**src/rtl/arbiter_wrr_lock.sv**
```systemverilog
// Weighted round-robin arbiter with registered one-hot grant, per-beat ack and packet lock.
// Each holder keeps the grant for weight[i] acked beats (0 counts as 1) unless its lock is set.
module arbiter_wrr_lock #(
   parameter int unsigned REQ_WIDTH = 8,
   parameter int unsigned WEIGHT_W  = 4,
   localparam int unsigned IDX_W    = $clog2(REQ_WIDTH)
) (
   input  logic                          clk,
   input  logic                          rst_n,
   input  logic [REQ_WIDTH-1:0]          req,
   input  logic [REQ_WIDTH*WEIGHT_W-1:0] weight,
   input  logic [REQ_WIDTH-1:0]          lock,
   input  logic                          ack,
   output logic [REQ_WIDTH-1:0]          gnt,
   output logic                          gnt_vld,
   output logic [IDX_W-1:0]              gnt_idx
);

   typedef enum logic {IDLE, BUSY} state_t;

   state_t                state;
   logic [REQ_WIDTH-1:0]  mask;
   logic [WEIGHT_W-1:0]   credit;

   logic                  withdrew;
   logic [REQ_WIDTH-1:0]  cand;
   logic [REQ_WIDTH-1:0]  masked;
   logic [IDX_W-1:0]      m_idx;
   logic [IDX_W-1:0]      u_idx;
   logic [IDX_W-1:0]      pick_idx;
   logic [WEIGHT_W-1:0]   pick_weight;
   logic [WEIGHT_W-1:0]   pick_credit;
   logic [REQ_WIDTH-1:0]  pick_mask;
   logic [REQ_WIDTH-1:0]  pick_onehot;
   logic                  start;
   logic                  rearb;
   logic                  dec;
   logic                  load;
   logic                  drop;

   // Rotating-priority pick and event decode for the current cycle
   always_comb begin
      withdrew    = (state == BUSY) && !req[gnt_idx];
      cand        = withdrew ? (req & ~gnt) : req;
      masked      = cand & mask;
      m_idx       = '0;
      u_idx       = '0;
      for (int i = REQ_WIDTH - 1; i >= 0; i--) begin
         if (masked[i]) m_idx = IDX_W'(i);
         if (cand[i])   u_idx = IDX_W'(i);
      end
      pick_idx    = (|masked) ? m_idx : u_idx;
      pick_weight = weight[int'(pick_idx)*WEIGHT_W +: WEIGHT_W];
      pick_credit = (pick_weight == '0) ? WEIGHT_W'(1) : pick_weight;
      for (int i = 0; i < REQ_WIDTH; i++) begin
         pick_mask[i] = (i > int'(pick_idx));
      end
      pick_onehot = REQ_WIDTH'(1) << pick_idx;

      start = 1'b0;
      rearb = 1'b0;
      dec   = 1'b0;
      case (state)
         IDLE: start = |req;
         BUSY: begin
            if (withdrew) begin
               rearb = 1'b1;
            end else if (ack && !lock[gnt_idx]) begin
               if (credit > WEIGHT_W'(1)) dec = 1'b1;
               else                       rearb = 1'b1;
            end
         end
         default: ;
      endcase
      load = (start || rearb) && (|cand);
      drop = rearb && !(|cand);
   end

   // Grant, credit and priority-mask registers
   always_ff @(posedge clk or negedge rst_n) begin
      if (!rst_n) begin
         state   <= IDLE;
         gnt     <= '0;
         gnt_vld <= 1'b0;
         gnt_idx <= '0;
         credit  <= '0;
         mask    <= '1;
      end else if (load) begin
         state   <= BUSY;
         gnt     <= pick_onehot;
         gnt_vld <= 1'b1;
         gnt_idx <= pick_idx;
         credit  <= pick_credit;
         mask    <= pick_mask;
      end else if (drop) begin
         state   <= IDLE;
         gnt     <= '0;
         gnt_vld <= 1'b0;
         credit  <= '0;
      end else if (dec) begin
         credit  <= credit - WEIGHT_W'(1);
      end
   end

endmodule

```
**config.mk**
```make
export PLATFORM = sky130hd
export DESIGN_NAME = arbiter_wrr_lock
export DESIGN_NICKNAME = d
export VERILOG_FILES = /design/src/rtl/arbiter_wrr_lock.sv
export SDC_FILE = /design/constraint.sdc
export NUM_CORES = 1
export LEC_CHECK = 0
export ABC_AREA = 1
export CORE_UTILIZATION = 50
export CTS_CLUSTER_DIAMETER = 120
export DETAILED_ROUTE_END_ITERATION = 10
export PLACE_DENSITY = 0.91
export SYNTH_ARGS = -nofsm -noshare
export SYNTH_HDL_FRONTEND = slang
export SYNTH_SLANG_ARGS = --single-unit
```
**constraint.sdc**
```tcl
create_clock -name clk -period 5.3 [get_ports clk]
set_input_delay 0.795 -clock clk [delete_from_list [all_inputs] [get_ports clk]]
set_output_delay 0.795 -clock clk [all_outputs]
set_load 0.05 [all_outputs]
```
; ---- After elaboration in Yosys (flattened, before gate mapping)
; Index checks and enable logic that the tools add are counted.
[op_classes]
addsub = 1
magnitude_cmp = 9
shifts = 2
muxes = 39
bitwise_logic = 3
reduce_logical = 14
[ops]
columns = operator, n
row1 = $mux 3, 17
row2 = $shiftx 32x6->4, 1
row3 = $mux 8, 3
row4 = $reduce_or 8->1, 3
row5 = $and 8x8->8, 2
row6 = $mux 4, 4
row7 = $mux 1, 13
row8 = $gt 3x3->1 const A, 4
row9 = $not 8->8, 1
row10 = $shl 1x3->8 const A, 1
row11 = $bmux 1 s3, 2
row12 = $gt 2x3->1 const A, 2
row13 = $gt 4x1->1 const B, 1
row14 = $logic_and 1x1->1, 4
row15 = $logic_not 4->1, 1
row16 = $lt 3x4->1 const B, 1
row17 = $sub 4x1->4 const B, 1
row18 = $gt 1x3->1 const A, 1
row19 = $logic_not 1->1, 3
row20 = $reduce_bool 3->1, 1
row21 = $reduce_bool 2->1, 1
row22 = $logic_or 1x1->1, 1
[totals]
regBits = 24
input_bits = 51
elab_cells = 73

; ---- Depth between registers and ports, before layout
[logic_depth]
depth_word = 19
mapped_depth = 27
mapped_depth_nobuf = 25

; ---- Worst setup path after synthesis
; No wires, ideal clock.
[synth_timing]
kind = register -> register
start = register gnt_idx[0]
end = register credit[0]
t_arrival_ns = 2.675
required_time_ns = 5.176
setup_slack_ns = 2.500
path_stages_with_launch = 26
cell_sequence = dfrtp_1 -> buf_6 -> inv_4 -> nand2_1 -> nand3_1 -> nand3_2 -> nand2_2 -> nor2_8 -> nand2_1 -> nand3_2 -> nand2_2 -> nor2_2 -> nand2_1 -> nor2_2 -> nand2_2 -> nand2_4 -> buf_6 -> nand3_1 -> nand2_1 -> inv_2 -> nand3_1 -> nand2_1 -> nand3_1 -> nand2_1 -> nand2_1 -> a21oi_2
[synth_between]
elab_chain_len = 19
[synth_rtl]
columns = item, line
row1 = "start, declared", 16  ; output logic [IDX_W-1:0] gnt_idx
row2 = "start signal, assigned", 92  ; gnt_idx <= pick_idx;
row3 = $bmux 1 s3, 43  ; withdrew = (state == BUSY) && !req[gnt_idx];
row4 = $mux 1 (implied by the code), 43
row5 = $logic_not 1->1, 43
row6 = $logic_and 1x1->1, 43
row7 = $mux 8, 44  ; cand = withdrew ? (req & ~gnt) : req;
row8 = $and 8x8->8, 45  ; masked = cand & mask;
row9 = $mux 3 (8 in a row), 49  ; if (masked[i]) m_idx = IDX_W'(i);
row10 = $mux 3, 52  ; pick_idx = (|masked) ? m_idx : u_idx;
row11 = $shiftx 32x6->4, 53  ; pick_weight = weight[int'(pick_idx)*WEIGHT_W +: WEIGHT_W];
row12 = $logic_not 4->1, 54  ; pick_credit = (pick_weight == '0) ? WEIGHT_W'(1) : pick_weight;
row13 = $mux 4, 54
row14 = $mux 4, 88  ; end else if (load) begin
row15 = "end signal, assigned", 93  ; credit <= pick_credit;
row16 = "end signal, assigned", 101  ; credit <= credit - WEIGHT_W'(1);
row17 = "end, declared", 23  ; logic [WEIGHT_W-1:0] credit;
; Parallel ways exist; a longest one is shown, timed or not. The select of a mux whose other input is x is not followed.
; A chain may end at the register's enable or synchronous reset.

; ---- Worst setup path after layout
[layout_timing]
start = input port req[7]
end = register credit[0]
[layout_between]
elab_chain_len = 19
[layout_rtl]
columns = item, line
row1 = "start, declared", 10  ; input logic [REQ_WIDTH-1:0] req,
row2 = $bmux 1 s3, 43
row3 = $mux 1 (implied by the code), 43
row4 = $logic_not 1->1, 43
row5 = $logic_and 1x1->1, 43
row6 = $mux 8, 44
row7 = $and 8x8->8, 45
row8 = $mux 3 (8 in a row), 49
row9 = $mux 3, 52
row10 = $shiftx 32x6->4, 53
row11 = $logic_not 4->1, 54
row12 = $mux 4, 54
row13 = $mux 4, 88
; Parallel ways exist; a longest one is shown, timed or not. The select of a mux whose other input is x is not followed.

==> Flow_metrics.wiki <==
{| class="wikitable"
! Metric !! Value
|-
| Y dimension of the die || 64.0 um
|-
| Cell variety after synth || 36
|-
| Area growth from synthesis to layout || 34.5%
|-
| Max-Cap Viols || 0
|-
| Source of the worst register-to-register timing path || gnt_idx[0]
|-
| Maximum root-to-sink buffer count || 2
|-
| Class of the worst hold path || reg -> reg
|-
| Simple logic cell fraction of the synthesized area || 46.2%
|-
| Final non-filler cell area || ~2600 um^2
|-
| Run status || completed
|-
| Worst-Skew Late Latency || between 0.2 and 0.3 ns
|-
| Core Util, Final || 70.5%
|-
| Initial DRC Count || 93
|-
| Cells along the critical path || clkdlybuf4s50_1, nand2_1, nand3_1, nand3_2, nand2_2, nor2_8, nand2_2, nand3_1, nand2_2, nor2_2, nand2_1, clkinv_1, nand2_2, nand2_4, inv_2, nand3_1, or2_1, nand3_1, nor2_1, nor2_1, nand2_1, nand2_1, a21oi_2
|-
| Clock tree from TritonCTS || yes
|-
| Die Outline Area || 4090 um^2
|-
| Count of TritonRoute iterations in the first routing pass || 4
|-
| Commonest register cell after synthesis || dfrtp_1
|-
| Delay contributed by the slowest stage of the critical path || about 0.53 ns
|-
| # hold bufs at CTS || 0
|-
| Number of antenna violations at the first check in global routing || 0
|-
| Post-detailed-placement cell area || 2540 um^2
|-
| Core Rows || 22
|-
| Cell chosen for the clock root || clkbuf_8
|-
| Dominant cell type by area after synthesis || dfrtp_1
|-
| Width of the die || 64.0 um
|-
| Via count of the first global-routing pass || 2,030
|-
| First-pass GRT wire length || 8780 um
|-
| Core region area || roughly 3700 um^2
|-
| Worst VDD drop || 0.270 mV
|-
| Max Clk Rate || around 280 MHz
|-
| Clock Sink Count || 24
|-
| Postcts setup bufs || 0
|-
| Most instantiated cells after synthesis || nand2_1, nand3_1, inv_1, nor2_1, dfrtp_1
|-
| Share of the clock period used by the worst path || 66.4%
|-
| Number of failing hold endpoints at the final stage || 0
|-
| Synth warn || 0
|-
| Worst EP required || 5.46 ns
|-
| Setup repair after global routing missed its margin || false
|-
| Parity-gate share of the synthesized area counting xor and xnor cells || 0.912%
|-
| Port Buffers || between 60 and 70
|-
| Starting density of the core || 52.5%
|-
| Share of async-settable or async-resettable flops after synthesis || 100%
|-
| Family with the most delay on the worst path || simple AND/OR/NAND/NOR gates
|-
| Post-synth EDFFs || 0
|-
| Sequential element share of the synthesized area || between 30% and 40%
|-
| Overall overflow remaining after global route || 0
|-
| Count of fill cells added during filler insertion || 324
|-
| Crit path capture type || flop
|-
| Number of nets in the final layout || about 400
|-
| Maximum number of pins on one net before global-route repair || 25
|-
| Ratio of total power to cell area || 590 nW/um^2
|-
| RR Endpoint || credit[0]
|-
| Register clock-pin slew on the reported worst setup and hold paths || around 0.080 ns
|-
| Dominant combinational cell family by area after synthesis || simple AND/OR/NAND/NOR gates
|-
| Worst EP arrival || 3.67 ns
|-
| Number of vias per cell || 5.37
|-
| Top cells by area, synth || dfrtp_1, nand2_1, dfstp_2
|-
| Setup CP Type || in -> reg
|-
| Max-slew violation total from the final report || 0
|-
| Total leakage power || 0.00124 uW
|-
| Antenna-violating nets left || 0
|-
| Post-synthesis net count || 345
|-
| TritonCTS buffer count || 3
|-
| Cell count after placement || between 300 and 400
|-
| Wire length per cell || 13.3 um
|-
| Hold path cells || 2
|-
| Sum of buffers and inverters on the critical path || 3
|-
| Most repeated cell in the gate-level netlist after synthesis || nand2_1
|-
| Number of design rule violations left after detail routing || 0
|-
| HPWL reported at the end of detailed placement || 4180 um
|-
| Skew final || 0.00308 ns
|-
| Routed via count || 2,138
|-
| Slack of the worst reg-to-reg path || around 2.2 ns
|-
| Final-layout setup total negative slack || 0 ns
|-
| Post-route insts no fill || between 300 and 400
|-
| Synth Area in Compound Gates || 10.7%
|-
| Share of cells above drive strength 1 || 10.0%
|-
| Area share of fa/ha/maj cells after synthesis || 1.30%
|-
| Global router's overall resource usage || 27.4%
|-
| Depth of the worst register-to-register path || 20
|-
| GPL Wtd Cong || 0.933
|-
| Crit-path max FO || 14
|-
| Final setup vio count || 0
|-
| Syn_area_per_cell || 6.58 um^2
|-
| Aggregate routed wire length || roughly 5300 um
|-
| Launching element type of the critical path || input pin
|-
| # H-tree levels || 1
|-
| Critical path's slowest cell || clkdlybuf4s50_1
|-
| Number of cells produced by synthesis || 292
|-
| Capture endpoint of the worst hold path || mask[0]
|-
| Antenna diode instance count || 0
|-
| Portion of netlist area occupied by mux cells || 0%
|-
| Netlist Area Pre-Place || roughly 1900 um^2
|-
| Worst min-delay path startpoint || mask[0]
|-
| I/O pin total || between 60 and 70
|-
| Max-Slew Margin vs Limit || 31.2%
|-
| Share of the synthesized area in the top cell type || a little over a fifth
|-
| Number of instances resized during post-cts repair || 0
|-
| Tightest Pin Transition || 1.03 ns
|-
| Shortest clock period the worst path allows after layout || 3.52 ns
|-
| Total of flip-flops plus latches after synthesis || 24
|}
==> through the flow <==
stage / worst slack, ns / total power, uW / hold WS [ns]
global route: 1.49 / 1660 / 0.472
floorplan: 2.50 / 1160 / 0.424
detailed placement: 1.52 / 1410 / 0.432
CTS: 1.79 / 1520 / 0.444
global placement: 1.52 / 1390 / 0.431
finish: 1.78 / 1520 / 0.444
==> kinds of logic (layout without fill, tap and decap cells) <==
family / Yosys count / in the layout
compound gates: 35 / 35
xor+xnor: 2 / 2
fa+ha+maj: 2 / 2
buf+inv: 37 / 95
flops: 24 / 24
simple gates: 192 / 192
==> layout by cell type, fill, tap and decap left out, types with 3 or more instances in the layout <==
master / netlist / routed
clkdlybuf4s50_1: 0 / 62
o21ai_0: 15 / 15
nand4_1: 6 / 6
nand3_1: 37 / 37
clkbuf_8: 0 / 3
nand2_1: 98 / 98
nand3_2: 3 / 3
dfstp_2: 8 / 8
nand2_2: 10 / 10
o21ai_1: 3 / 3
nor2_2: 3 / 3
nor2_1: 23 / 23
dfrtp_1: 16 / 16
inv_1: 24 / 24
a21oi_1: 8 / 8
==> per-layer routing <==
metal / vias to the layer above / global-route usage (%) / share of wire, %
li1: 1068 / - / -
met1: 960 / 34.2 / 43
met2: 98 / 48.7 / 48
met3: 12 / 3.57 / 6.8
met4: 0 / 8.52 / 1.9
met5: - / 0 / 0
==> worst register-to-register path: cells and delay by family (launching register included) <==
kind	cells	cell delay, ns
AOI/OAI and AO/OA	2	0.31
buffers and inverters	2	0.31
DFF	1	0.58
and+or+nand+nor	16	1.86
==> registers in the layout (all words and copies together) (netlist names) <==
name and cells:
gnt 8, mask 8, credit 4, gnt_idx 3, state 1
==> power by group <==
part / switching, uW / leakage (uW) / internal [uW]
clock: 56.7 / 0.0000228 / 53.7
sequential: 69.1 / 0.000282 / 270
combinational: 718 / 0.000934 / 355
total: 844 / 0.00124 / 679
==> cell type report <==
type	count	area, um^2	area share (%)
Tap cell	48	60.1	2.33
Inverter	29	111	4.31
Sequential cell	24	611	23.6
Multi-Input combinational cell	231	1130	43.9
Clock buffer	4	45.0	1.74
Timing Repair Buffer	62	621	24.0
==> worst max-delay path by stage <==
stage | to | from | depth (start not counted) | slack [ns]
floorplan | credit[0] | gnt_idx[0] | 25 | 2.50
global placement | credit[0] | req[1] | 23 | 1.52
detailed placement | credit[0] | req[1] | 23 | 1.52
CTS | credit[0] | req[1] | 23 | 1.79
global route | credit[0] | req[6] | 23 | 1.49
finish | credit[0] | req[7] | 23 | 1.78
(Power assumes the default switching activity.)
